$ cat config.mk
export PLATFORM = sky130hd
export DESIGN_NAME = mux_rr_scheduler
export DESIGN_NICKNAME = d
export VERILOG_FILES = /design/src/rtl/mux_sched_pkg.sv /design/src/rtl/rr_picker.sv /design/src/rtl/mux_rr_scheduler.sv
export SDC_FILE = /design/constraint.sdc
export NUM_CORES = 1
export LEC_CHECK = 0
export CAP_MARGIN = 20
export CELL_PAD_IN_SITES_DETAIL_PLACEMENT = 0
export CELL_PAD_IN_SITES_GLOBAL_PLACEMENT = 2
export CORE_MARGIN = 5
export CORE_UTILIZATION = 36
export CTS_CLUSTER_DIAMETER = 60
export DETAILED_ROUTE_END_ITERATION = 10
export DONT_BUFFER_PORTS = 1
export PLACE_DENSITY_LB_ADDON = 0.1
export SYNTH_ARGS = -nofsm -noshare
export SYNTH_HDL_FRONTEND = slang
export SYNTH_SLANG_ARGS = --single-unit
$ cat constraint.sdc
create_clock -name clk_i -period 3.6 [get_ports clk_i]
set_input_delay 0.36 -clock clk_i [delete_from_list [all_inputs] [get_ports clk_i]]
set_output_delay 0.36 -clock clk_i [all_outputs]
set_load 0.02 [all_outputs]
$ cat src/rtl/mux_sched_pkg.sv
// rtl/mux_sched_pkg.sv - shared types, defaults and helpers for the round-robin mux scheduler
package mux_sched_pkg;

    typedef enum logic {
        IDLE  = 1'b0,
        BURST = 1'b1
    } sched_state_e;

    localparam int DEF_NUM_CH     = 8;
    localparam int DEF_DATA_WIDTH = 32;
    localparam int DEF_MAX_BURST  = 4;

    // Round-robin successor of a channel index.
    function automatic int unsigned next_ptr(input int unsigned cur, input int unsigned num_ch);
        return (cur + 32'd1) % num_ch;
    endfunction

endpackage

$ cat src/rtl/rr_picker.sv
// rtl/rr_picker.sv - combinational round-robin winner search starting at ptr
module rr_picker #(
    parameter  int NUM_CH = 8,
    localparam int SEL_W  = $clog2(NUM_CH)
) (
    input  logic [NUM_CH-1:0] req,
    input  logic [SEL_W-1:0]  ptr,
    output logic              found,
    output logic [SEL_W-1:0]  idx
);

    logic [SEL_W-1:0] cand;

    // Scan from the farthest offset down so the nearest requester to ptr wins;
    // NUM_CH is a power of two, so the SEL_W-bit add wraps for free.
    always_comb begin
        found = 1'b0;
        idx   = '0;
        cand  = '0;
        for (int k = NUM_CH - 1; k >= 0; k--) begin
            cand = ptr + SEL_W'(k);
            if (req[cand]) begin
                found = 1'b1;
                idx   = cand;
            end
        end
    end

endmodule

$ cat src/rtl/mux_rr_scheduler.sv
// rtl/mux_rr_scheduler.sv - round-robin burst scheduler with registered valid/ready output stage
module mux_rr_scheduler
    import mux_sched_pkg::*;
#(
    parameter  int NUM_CH     = DEF_NUM_CH,
    parameter  int DATA_WIDTH = DEF_DATA_WIDTH,
    parameter  int MAX_BURST  = DEF_MAX_BURST,
    localparam int SEL_W      = $clog2(NUM_CH)
) (
    input  logic                         clk_i,
    input  logic                         arst_i,
    input  logic [NUM_CH-1:0]            req_valid_i,
    input  logic [NUM_CH*DATA_WIDTH-1:0] req_data_i,
    output logic [NUM_CH-1:0]            req_ready_o,
    output logic [SEL_W-1:0]             sel_o,
    output logic [NUM_CH-1:0]            grant_o,
    output logic                         out_valid_o,
    output logic [DATA_WIDTH-1:0]        out_data_o,
    input  logic                         out_ready_i,
    output logic                         busy_o
);

    localparam int CNT_W = (MAX_BURST > 1) ? $clog2(MAX_BURST) : 1;

    sched_state_e          state_q, state_d;
    logic [SEL_W-1:0]      ptr_q, ptr_d;
    logic [CNT_W-1:0]      cnt_q, cnt_d;
    logic [SEL_W-1:0]      sel_q, sel_d;
    logic [NUM_CH-1:0]     grant_q, grant_d;
    logic                  ov_q, ov_d;
    logic [DATA_WIDTH-1:0] od_q, od_d;

    logic                  pick_found;
    logic [SEL_W-1:0]      pick_idx;
    logic                  cur_valid;
    logic                  can_take;
    logic                  accept;
    logic                  last_beat;
    logic [DATA_WIDTH-1:0] cur_data;

    rr_picker #(
        .NUM_CH (NUM_CH)
    ) u_picker (
        .req   (req_valid_i),
        .ptr   (ptr_q),
        .found (pick_found),
        .idx   (pick_idx)
    );

    assign cur_valid = req_valid_i[sel_q];
    assign cur_data  = req_data_i[sel_q*DATA_WIDTH +: DATA_WIDTH];
    assign can_take  = (state_q == BURST) & (~ov_q | out_ready_i);
    assign accept    = cur_valid & can_take;
    assign last_beat = (cnt_q == CNT_W'(MAX_BURST - 1));

    always_ff @(posedge clk_i or posedge arst_i) begin
        if (arst_i) begin
            state_q <= IDLE;
            ptr_q   <= '0;
            cnt_q   <= '0;
            sel_q   <= '0;
            grant_q <= '0;
            ov_q    <= 1'b0;
            od_q    <= '0;
        end else begin
            state_q <= state_d;
            ptr_q   <= ptr_d;
            cnt_q   <= cnt_d;
            sel_q   <= sel_d;
            grant_q <= grant_d;
            ov_q    <= ov_d;
            od_q    <= od_d;
        end
    end

    always_comb begin
        state_d = state_q;
        ptr_d   = ptr_q;
        cnt_d   = cnt_q;
        sel_d   = sel_q;
        grant_d = grant_q;
        ov_d    = ov_q;
        od_d    = od_q;

        case (state_q)
            IDLE: begin
                if (pick_found) begin
                    state_d = BURST;
                    sel_d   = pick_idx;
                    grant_d = NUM_CH'(1) << pick_idx;
                end
            end
            BURST: begin
                if (accept) begin
                    cnt_d = cnt_q + CNT_W'(1);
                end
                // Burst ends on its last accepted beat or when the owner abandons the grant.
                if (!cur_valid || (accept && last_beat)) begin
                    state_d = IDLE;
                    ptr_d   = SEL_W'(next_ptr(32'(sel_q), NUM_CH));
                    cnt_d   = '0;
                    grant_d = '0;
                end
            end
            default: begin
                state_d = IDLE;
            end
        endcase

        // Output register runs independently of the FSM so a pending beat drains after the grant ends.
        if (accept) begin
            ov_d = 1'b1;
            od_d = cur_data;
        end else if (out_ready_i) begin
            ov_d = 1'b0;
        end
    end

    assign req_ready_o = can_take ? (NUM_CH'(1) << sel_q) : '0;
    assign sel_o       = sel_q;
    assign grant_o     = grant_q;
    assign out_valid_o = ov_q;
    assign out_data_o  = od_q;
    assign busy_o      = (state_q == BURST);

    assert property (@(posedge clk_i) disable iff (arst_i) $onehot0(grant_o));
    assert property (@(posedge clk_i) disable iff (arst_i) (state_q == IDLE) |-> (grant_o == '0));
    assert property (@(posedge clk_i) disable iff (arst_i) (|req_ready_o) |-> busy_o);

endmodule
# After elaboration in Yosys (flattened, before gate mapping)
# Cells that the tools add are included.
[totals]
n_memories = 0
inputBits = 267
out_inout_bits = 53
mem_bits_ro = 0
reg_bits = 50
latchBits = 0
ramBits = 0
elab_cells = 90
[op_classes]
n_div = 0
mul = 0
n_lt_le_gt_ge = 9
add_sub_neg = 9
shifts = 3
bitwise = 5
n_eq_ne = 3
mux = 45
n_reduce_logical = 9
[ops]
columns = ["op", "n"]
rows = [
  ["$shiftx 256x9->32", 1],
  ["$lt 3x4->1 const B", 9],
  ["$bmux 1 s3", 9],
  ["$mux 3", 8],
  ["$mux 8", 3],
  ["$mux 1", 21],
  ["$pmux 8 s2", 1],
  ["$shl 1x3->8 const A", 2],
  ["$add 3x3->3 const B", 4],
  ["$reduce_and 2->1", 4],
  ["$add 3x1->3 const B", 2],
  ["$add 3x2->3 const B", 2],
  ["$mux 2", 2],
  ["$reduce_bool 2->1", 2],
  ["$add 2x1->2 const B", 1],
  ["$and 1x1->1", 2],
  ["$eq 2x2->1 const B", 1],
  ["$ne 2x1->1 const B", 1],
  ["$ne 2x2->1 const B", 1],
  ["$not 1->1", 2],
  ["$pmux 1 s2", 1],
  ["$logic_and 1x1->1", 1],
  ["$logic_not 1->1", 1],
  ["$logic_or 1x1->1", 1],
  ["$or 1x1->1", 1],
]

# Longest topological paths before layout
# Gate-level depths: netlist of run 1.
[depth]
depth_word = 14
depth_mapped = 13
mapped_depth_nobuf = 9

# Hierarchy
# Synthesis of run 1 repeated with hierarchy kept, for this count alone.
[hier_totals]
cells_unflattened = 428
hier_area_um2 = 4848.4
[by_module_without_submodules]
columns = ["mod", "n_inst", "cells_per_inst", "seq_area_each_um2", "area_each_um2"]
rows = [
  ["mux_rr_scheduler", 1, 338, 1251.2, 4066.4],
  ["rr_picker", 1, 90, 0.0, 782.0],
]

# Worst setup path after synthesis of run 1
# OpenSTA, ideal clock, no wires.
[synth_path]
path_kind = "reg2reg"
startpoint = "reg ptr_q[1]"
endpoint = "reg grant_q[2], in the netlist grant_o[2]"
arrival_ns = 3.221
stages_incl_launch_ff = 13
path_buffers = 4
required_ns = 3.478
setup_ns = 0.122
synth_period_minus_slack_ns = 3.342
slack_ns = 0.258
cell_sequence = "dfrtp_1 -> buf_6 -> buf_2 -> clkbuf_1 -> inv_1 -> ha_1 -> clkbuf_1 -> mux4_2 -> or2_0 -> o311a_1 -> a211oi_2 -> inv_2 -> a32o_1"
[synth_via]
elab_chain_cells = 14
elab_cells_between_ends = 44
cone_classes = "7 x add/sub; 1 x eq/ne; 1 x shift; 34 x mux; 1 x reduce/logical"
[synth_lines]
columns = ["item", "line_no", "source"]
rows = [
  ["from (decl)", "mux_rr_scheduler.sv:26", "logic [SEL_W-1:0] ptr_q, ptr_d;"],
  ["from (signal assigned)", "mux_rr_scheduler.sv:67", "ptr_q <= ptr_d;"],
  ["$add 3x3->3", "rr_picker.sv:21", "cand = ptr + SEL_W'(k);"],
  ["$bmux 1 s3", "rr_picker.sv:22", "if (req[cand]) begin"],
  ["$mux 1 (not written as such)", "rr_picker.sv:22", ""],
  ["$mux 3 (8 in a row)", "rr_picker.sv:22", ""],
  ["$shl 1x3->8", "mux_rr_scheduler.sv:90", "grant_d = NUM_CH'(1) << pick_idx;"],
  ["$mux 8", "mux_rr_scheduler.sv:87", "if (pick_found) begin"],
  ["$pmux 8 s2", "mux_rr_scheduler.sv:85", "case (state_q)"],
  ["to (signal assigned)", "mux_rr_scheduler.sv:70", "grant_q <= grant_d;"],
  ["to (decl)", "mux_rr_scheduler.sv:29", "logic [NUM_CH-1:0] grant_q, grant_d;"],
]
# Parallel ways exist; a longest one is shown, timed or not. The select of a mux whose other input is x is not followed.
# A chain may end at the register's enable or synchronous reset.

# Worst setup path after layout of run 1
# Same ends and word-level chain as after synthesis.

==> results of run 1 <==
==> final cells by class <==
cell class	count	area (um2)
fillers	1313	8070
multi-input cells	339	3340
flip-flops and latches	50	1260
well taps	176	220
clock buffers	7	143
repair buffers	11	95.1
inverters	14	52.6
diodes	4	10.0
clock inverters	1	5.00
==> logic make-up (layout without fill, tap and decap cells) <==
family	Yosys count	in the layout	synth area share
AO/OA/AOI/OAI	77	77	0.112
XOR/XNOR	4	4	0.00728
adder cells (fa/ha/maj)	9	9	0.0234
buffers and inverters	58	33	0.0486
flip-flops	50	50	0.260
multiplexers	101	101	0.418
other	0	4	0
AND/OR/NAND/NOR	148	148	0.132
==> routing by layer <==
layer | GRT usage | routed length [um]
met1 | 0.267 | 6570
met2 | 0.319 | 7960
met3 | 0.0783 | 1740
met4 | 0.0325 | 187
met5 | 0 | 44
==> stage by stage <==
stage,util,area [um2],total power [W],worst slack (ns),std cells
2_1_floorplan,-,4810,0.00417,0.258,447
3_3_place_gp,0.376,4960,0.00493,0.540,590
3_5_place_dp,0.376,4960,0.00494,0.465,590
4_1_cts,0.387,5110,0.00544,0.434,598
5_1_grt,0.388,5110,0.00584,0.169,599
6_report,0.388,5120,0.00534,0.456,602
==> placed cells by master (no fill, tap or decap), types with 3 or more instances in the layout <==
master	netlist	final
a21oi_1	8	8
a31oi_1	33	33
a32o_1	8	8
and2_1	4	4
and3_1	9	9
buf_4	1	10
clkbuf_16	0	5
dfrtp_1	50	47
diode_2	0	4
ha_1	9	9
inv_1	12	11
inv_2	2	3
mux2_2	10	10
mux2i_1	10	10
mux4_2	77	77
nand2_1	77	77
nand2b_1	3	3
nor2_1	42	42
nor2b_1	4	3
o21ai_0	8	8
xor2_1	3	3
==> sequential cells by signal, indices dropped and copies added (netlist names) <==
signal / flops
out_data_o: 32
grant_o: 8
ptr_q: 3
sel_o: 3
cnt_q: 2
busy_o: 1
out_valid_o: 1
==> final timing paths <==
| path | start | end | slack [ns] |
|---|---|---|---|
| max in group asynchronous | arst_i | out_data_o[7] | 2.82 |
| worst min register to register | cnt_q[0] | cnt_q[0] | 0.50 |
| min in group clk_i | out_ready_i | out_valid_o | 0.33 |
| worst max register to register | ptr_q[1] | grant_o[2] | 0.46 |
| worst min-delay path | arst_i | out_data_o[11] | 0.02 |
| worst max-delay path | ptr_q[1] | grant_o[2] | 0.46 |
==> worst max-delay path, stage by stage, from the launching register on <==
cell and delay, ns:
dfrtp_1 0.49, ha_1 0.30, xnor2_1 0.41, mux4_2 0.59
or2_0 0.22, o311a_1 0.38, a211oi_2 0.30, inv_2 0.08
a32o_1 0.26
==> where the power goes <==
group          internal, W  switching [W]
sequential        0.000842       0.000575
clock             0.000276       0.000202
combinational      0.00164        0.00181
==> qor.csv, run 1 <==
metric,value,unit
CTS tree,built,
Leak,1.97,nW
worst r2r path cells,8,
PortBufs,0,
latest clock arrival within the worst-skew pair,0.28,ns
Initial Util,0.365,
count of different cell masters after synthesis,53,
cell type with the highest aggregate area in the netlist,mux4_2,
Power Density,1040,nW/um2
post-synthesis sequential area ratio,0.260,
TritonCTS buffer count,5,
final weighted congestion in routability-driven placement,0.867,
post-route setup TNS,0,ns
gr usage total,0.201,
die footprint,15800,um2
Worst VDD drop,0.574,mV
Hold Buf Count CTS,0,
drt pass-1 iters,5,
Slew headroom,0.519,
post-CTS setup buffers,0,
DR iter-0 viols,241,
Max-Cap Viols,0,
first-pass GRT wire length,24.9,mm
Post-DP HPWL,13.6,mm
largest net degree at the start of global routing,66,
Max Fclk,0.318,GHz
"EDFF count, synth",0,
Syn. warnings,0,
synthesized area per cell,10.8,um2
area share of the largest cell type after synthesis,0.360,
Final Hold Fails,0,
"Net Count, Synth",723,
Tmin final,3.14,ns
Slew @ Worst Pin,0.722,ns
Yosys reg bits,50,
crit start category,flip-flop,
row count,42,
DR WL/cell,27.4,um
"Setup violations, final",0,
CTS Sinks,50,
Gate Count Post-Synth,447,
WS Path Type,reg2reg,
share of layout cells above drive strength 1,0.273,
"Reg clk slew, reported paths",0.07,ns
WL final,16.5,mm
Die Width,126,um
Final ANT Viol Nets,0,
H-tree depth,2,
Via density,6.22,
drc violations,0,
Tcrit/Tclk final,0.873,
vias in the first global route,3990,
Max Slew Vio Count,0,
Min-Delay Path Class,in2async,
unrepaired setup endpoints after global routing,false,
Worst Skew,0.00460,ns
hold_ws,0.0207,ns
initial antenna violation count,7,
Synth area leaders,"mux4_2 36%, dfrtp_1 26%, nand2_1 6.0%",
CTS Buffer Depth,2,
I/O Pins,320,
status,"finished, final reports clean",
via count,3743,
area of the core,13200,um2
CP max FO,8,
grt total ovfl,0,
mapped cell area,4810,um2
CTS root buf,clkbuf_16,
Critical Path AT,3.31,ns
Post-synth top cells,"77 x mux4_2, 77 x nand2_1, 50 x dfrtp_1",
Worst Path Required,3.77,ns
post-layout net count,697,
top_reg_cell synth,dfrtp_1,
# resized after CTS,0,
Worst Setup End Kind,flip-flop,
Die Y,126,um
Area Growth Syn to Fin,6.39,%
async set-reset flop share out of synthesis,1.00,
Power figures use the tool's default switching activity.
==> run 2: changes to the inputs <==
--- a/config.mk
+++ b/config.mk
@@ -9,7 +9,7 @@
 export CELL_PAD_IN_SITES_DETAIL_PLACEMENT = 0
 export CELL_PAD_IN_SITES_GLOBAL_PLACEMENT = 2
 export CORE_MARGIN = 5
-export CORE_UTILIZATION = 36
+export CORE_UTILIZATION = 33
 export CTS_CLUSTER_DIAMETER = 60
 export DETAILED_ROUTE_END_ITERATION = 10
 export DONT_BUFFER_PORTS = 1
==> constraint.sdc (replaced) <==
create_clock -name clk_i -period 2.6 [get_ports clk_i]
set_input_delay 0.26 -clock clk_i [delete_from_list [all_inputs] [get_ports clk_i]]
set_output_delay 0.26 -clock clk_i [all_outputs]
set_load 0.02 [all_outputs]
==> run 2 against run 1 <==
Register-to-register slack got worse by 0.54 ns; clock power increased by 44%; maximum frequency increased by 17%; highest routed layer unchanged; the flow now finishes with violations (negative setup slack); final area is 13% higher; clock skew up 0.0057 ns; hold slack gained 0.21 ns; core utilization grew 1.1 points; via count grew 7.2%; sequential power rose by 37%; sequential share of layout area decreased by 2.7 points.
==> qor.csv, run 2 (synthesis gave the netlist of run 1 again) <==
metric,value,unit,change
status,"finished, violations left",,"was finished, final reports clean"
failing checks,negative setup slack,,
drt pass-1 iters,4,,was 5
Die Y,131,um,was 126 um
Die Width,131,um,was 126 um
Final ANT Viol Nets,0,,unchanged
Slew headroom,0.535,,was 0.519
Tcrit/Tclk final,1.03,,was 0.873
Min-Delay Path Class,in2reg,,was in2async
first-pass GRT wire length,25.4,mm,was 24.9 mm
CTS root buf,clkbuf_16,,unchanged
DR WL/cell,26.8,um,was 27.4 um
DR iter-0 viols,230,,was 241
Initial Util,0.334,,was 0.365
Critical R2R Launch,ptr_q[1],,unchanged
CP max FO,7,,was 8
Slew @ Worst Pin,0.698,ns,was 0.722 ns
Via density,6.06,,was 6.22
via count,4014,,was 3743
share of layout cells above drive strength 1,0.405,,was 0.273
drc violations,0,,unchanged
Setup WS post-layout,-0.0830,ns,was 0.456 ns
H-tree depth,2,,unchanged
fillers,1424,,was 1313
R2R Setup Slk,-0.08,ns,was 0.46 ns
CP Launch Point,ptr_q[1],,unchanged
DP Worst Slack,-0.228,ns,was 0.465 ns
min-delay src,out_ready_i,,
crit path buf inv count,1,,unchanged
initial antenna violation count,3,,was 7
CP max-delay cell,mux4_2,,unchanged
Tmin final,2.68,ns,was 3.14 ns
Post-DP HPWL,14.6,mm,was 13.6 mm
post-layout net count,751,,was 697
final weighted congestion in routability-driven placement,0.828,,was 0.867
CTS Buffer Depth,2,,unchanged
"Setup violations, final",8,,was 0
hold_ws,0.227,ns,was 0.0207 ns
final std cells w/o fill,662,,was 602
die footprint,17100,um2,was 15800 um2
area of the core,14400,um2,was 13200 um2
Largest register FFs,32,,unchanged
Critical Path AT,2.86,ns,was 3.31 ns
Power Density,1560,nW/um2,was 1040 nW/um2
vias in the first global route,4257,,was 3990
largest net degree at the start of global routing,49,,was 66
WL final,17.8,mm,was 16.5 mm
I/O Pins,320,,unchanged
Worst VDD drop,0.495,mV,was 0.574 mV
Final Hold Fails,0,,unchanged
Max Slew Vio Count,0,,unchanged
crit start category,flip-flop,,unchanged
Area Growth Syn to Fin,19.8,%,was 6.39%
crit-path max cell delay,0.53,ns,was 0.59 ns
WS Path Type,reg2reg,,unchanged
unrepaired setup endpoints after global routing,true,,was false
placed insts,644,,was 590
TritonCTS buffer count,5,,unchanged
Worst Path Required,2.78,ns,was 3.77 ns
row count,44,,was 42
critical path cell sequence,ha_4 -> xnor2_4 -> mux4_2 -> or2_0 -> o311a_1 -> a211oi_4 -> inv_2 -> a32o_1,,was ha_1 -> xnor2_1 -> mux4_2 -> or2_0 -> o311a_1 -> a211oi_2 -> inv_2 -> a32o_1
grt total ovfl,0,,unchanged
"most common cell after layout, fill and taps aside",mux4_2,,
Leak,2.30,nW,was 1.97 nW
CTS Sinks,50,,unchanged
CTS tree,built,,unchanged
Worst Setup End Kind,flip-flop,,unchanged
"Reg clk slew, reported paths",0.07,ns,about the same
Worst Skew,0.0103,ns,was 0.00460 ns
most frequent cells in the layout,"78 x mux4_2, 76 x nand2_1, 56 x buf_4, 45 x dfrtp_1, 41 x nor2_1",,"was 77 x mux4_2, 77 x nand2_1, 47 x dfrtp_1, 42 x nor2_1, 33 x a31oi_1"
Crit path max-delay family,compound AO/OA/AOI/OAI gates,,unchanged
Max Fclk,0.373,GHz,was 0.318 GHz
Max-Cap Viols,0,,unchanged
latest clock arrival within the worst-skew pair,0.30,ns,was 0.28 ns
post-route setup TNS,-0.510,ns,was 0 ns
PortBufs,0,,unchanged
gr usage total,0.199,,was 0.201
## run 2: where the power goes
part           internal [W]  leakage [nW]  switching [W]
Combinational       0.00330          1.65        0.00306
Clock              0.000383        0.0739       0.000305
Sequential          0.00117         0.582       0.000784
## run 2: per-layer routing
metal / track usage / part of all wire / vias to the layer above
met5: 0 / 0.00073 / -
met4: 0.0472 / 0.0099 / 2
met3: 0.0451 / 0.062 / 13
met2: 0.324 / 0.52 / 168
met1: 0.271 / 0.41 / 2050
li1: - / - / 1781
## run 2: worst paths after layout
kind	endpoint	cells past startpoint
worst max-delay path	grant_o[6]	8
worst min-delay path	out_valid_o	2
worst max register to register	grant_o[6]	8
worst min register to register	cnt_q[0]	1
max in group asynchronous	out_data_o[7]	3
min in group asynchronous	sel_o[0]	2
## run 2: metrics by stage
step	total power (W)	util	cell area (um2)
6_report	0.00900	0.400	5760
4_1_cts	0.00888	0.395	5700
3_3_place_gp	0.00778	0.374	5400
3_5_place_dp	0.00783	0.374	5400
5_1_grt	0.00974	0.400	5760
2_1_floorplan	0.00602	-	4910
## run 2: timing repair
action,in CTS,in global routing
setup buffers,7,2
setup endpoints to repair,10,12
hold endpoints to repair,10,0
resized for setup,28,13
pin swaps,12,2
hold buffers,1,0
## run 2: cell type report
class	count	area, um2	area share
multi-input combinational	339	3520	0.611
sequential	50	1260	0.219
timing repair buffer	65	542	0.0940
tap	184	230	0.0399
clock buffer	7	143	0.0247
inverter	14	55.1	0.00955
clock inverter	1	5.00	0.000868
antenna	2	5.00	0.000868
==> run 3: changes to the inputs <==
--- a/config.mk
+++ b/config.mk
@@ -5,12 +5,11 @@
 export SDC_FILE = /design/constraint.sdc
 export NUM_CORES = 1
 export LEC_CHECK = 0
-export CAP_MARGIN = 20
 export CELL_PAD_IN_SITES_DETAIL_PLACEMENT = 0
 export CELL_PAD_IN_SITES_GLOBAL_PLACEMENT = 2
 export CORE_MARGIN = 5
 export CORE_UTILIZATION = 33
-export CTS_CLUSTER_DIAMETER = 60
+export CTS_CLUSTER_DIAMETER = 200
 export DETAILED_ROUTE_END_ITERATION = 10
 export DONT_BUFFER_PORTS = 1
 export PLACE_DENSITY_LB_ADDON = 0.1
==> results of run 3 <==
Final layout, timing and power as in run 2 (identical DEF).
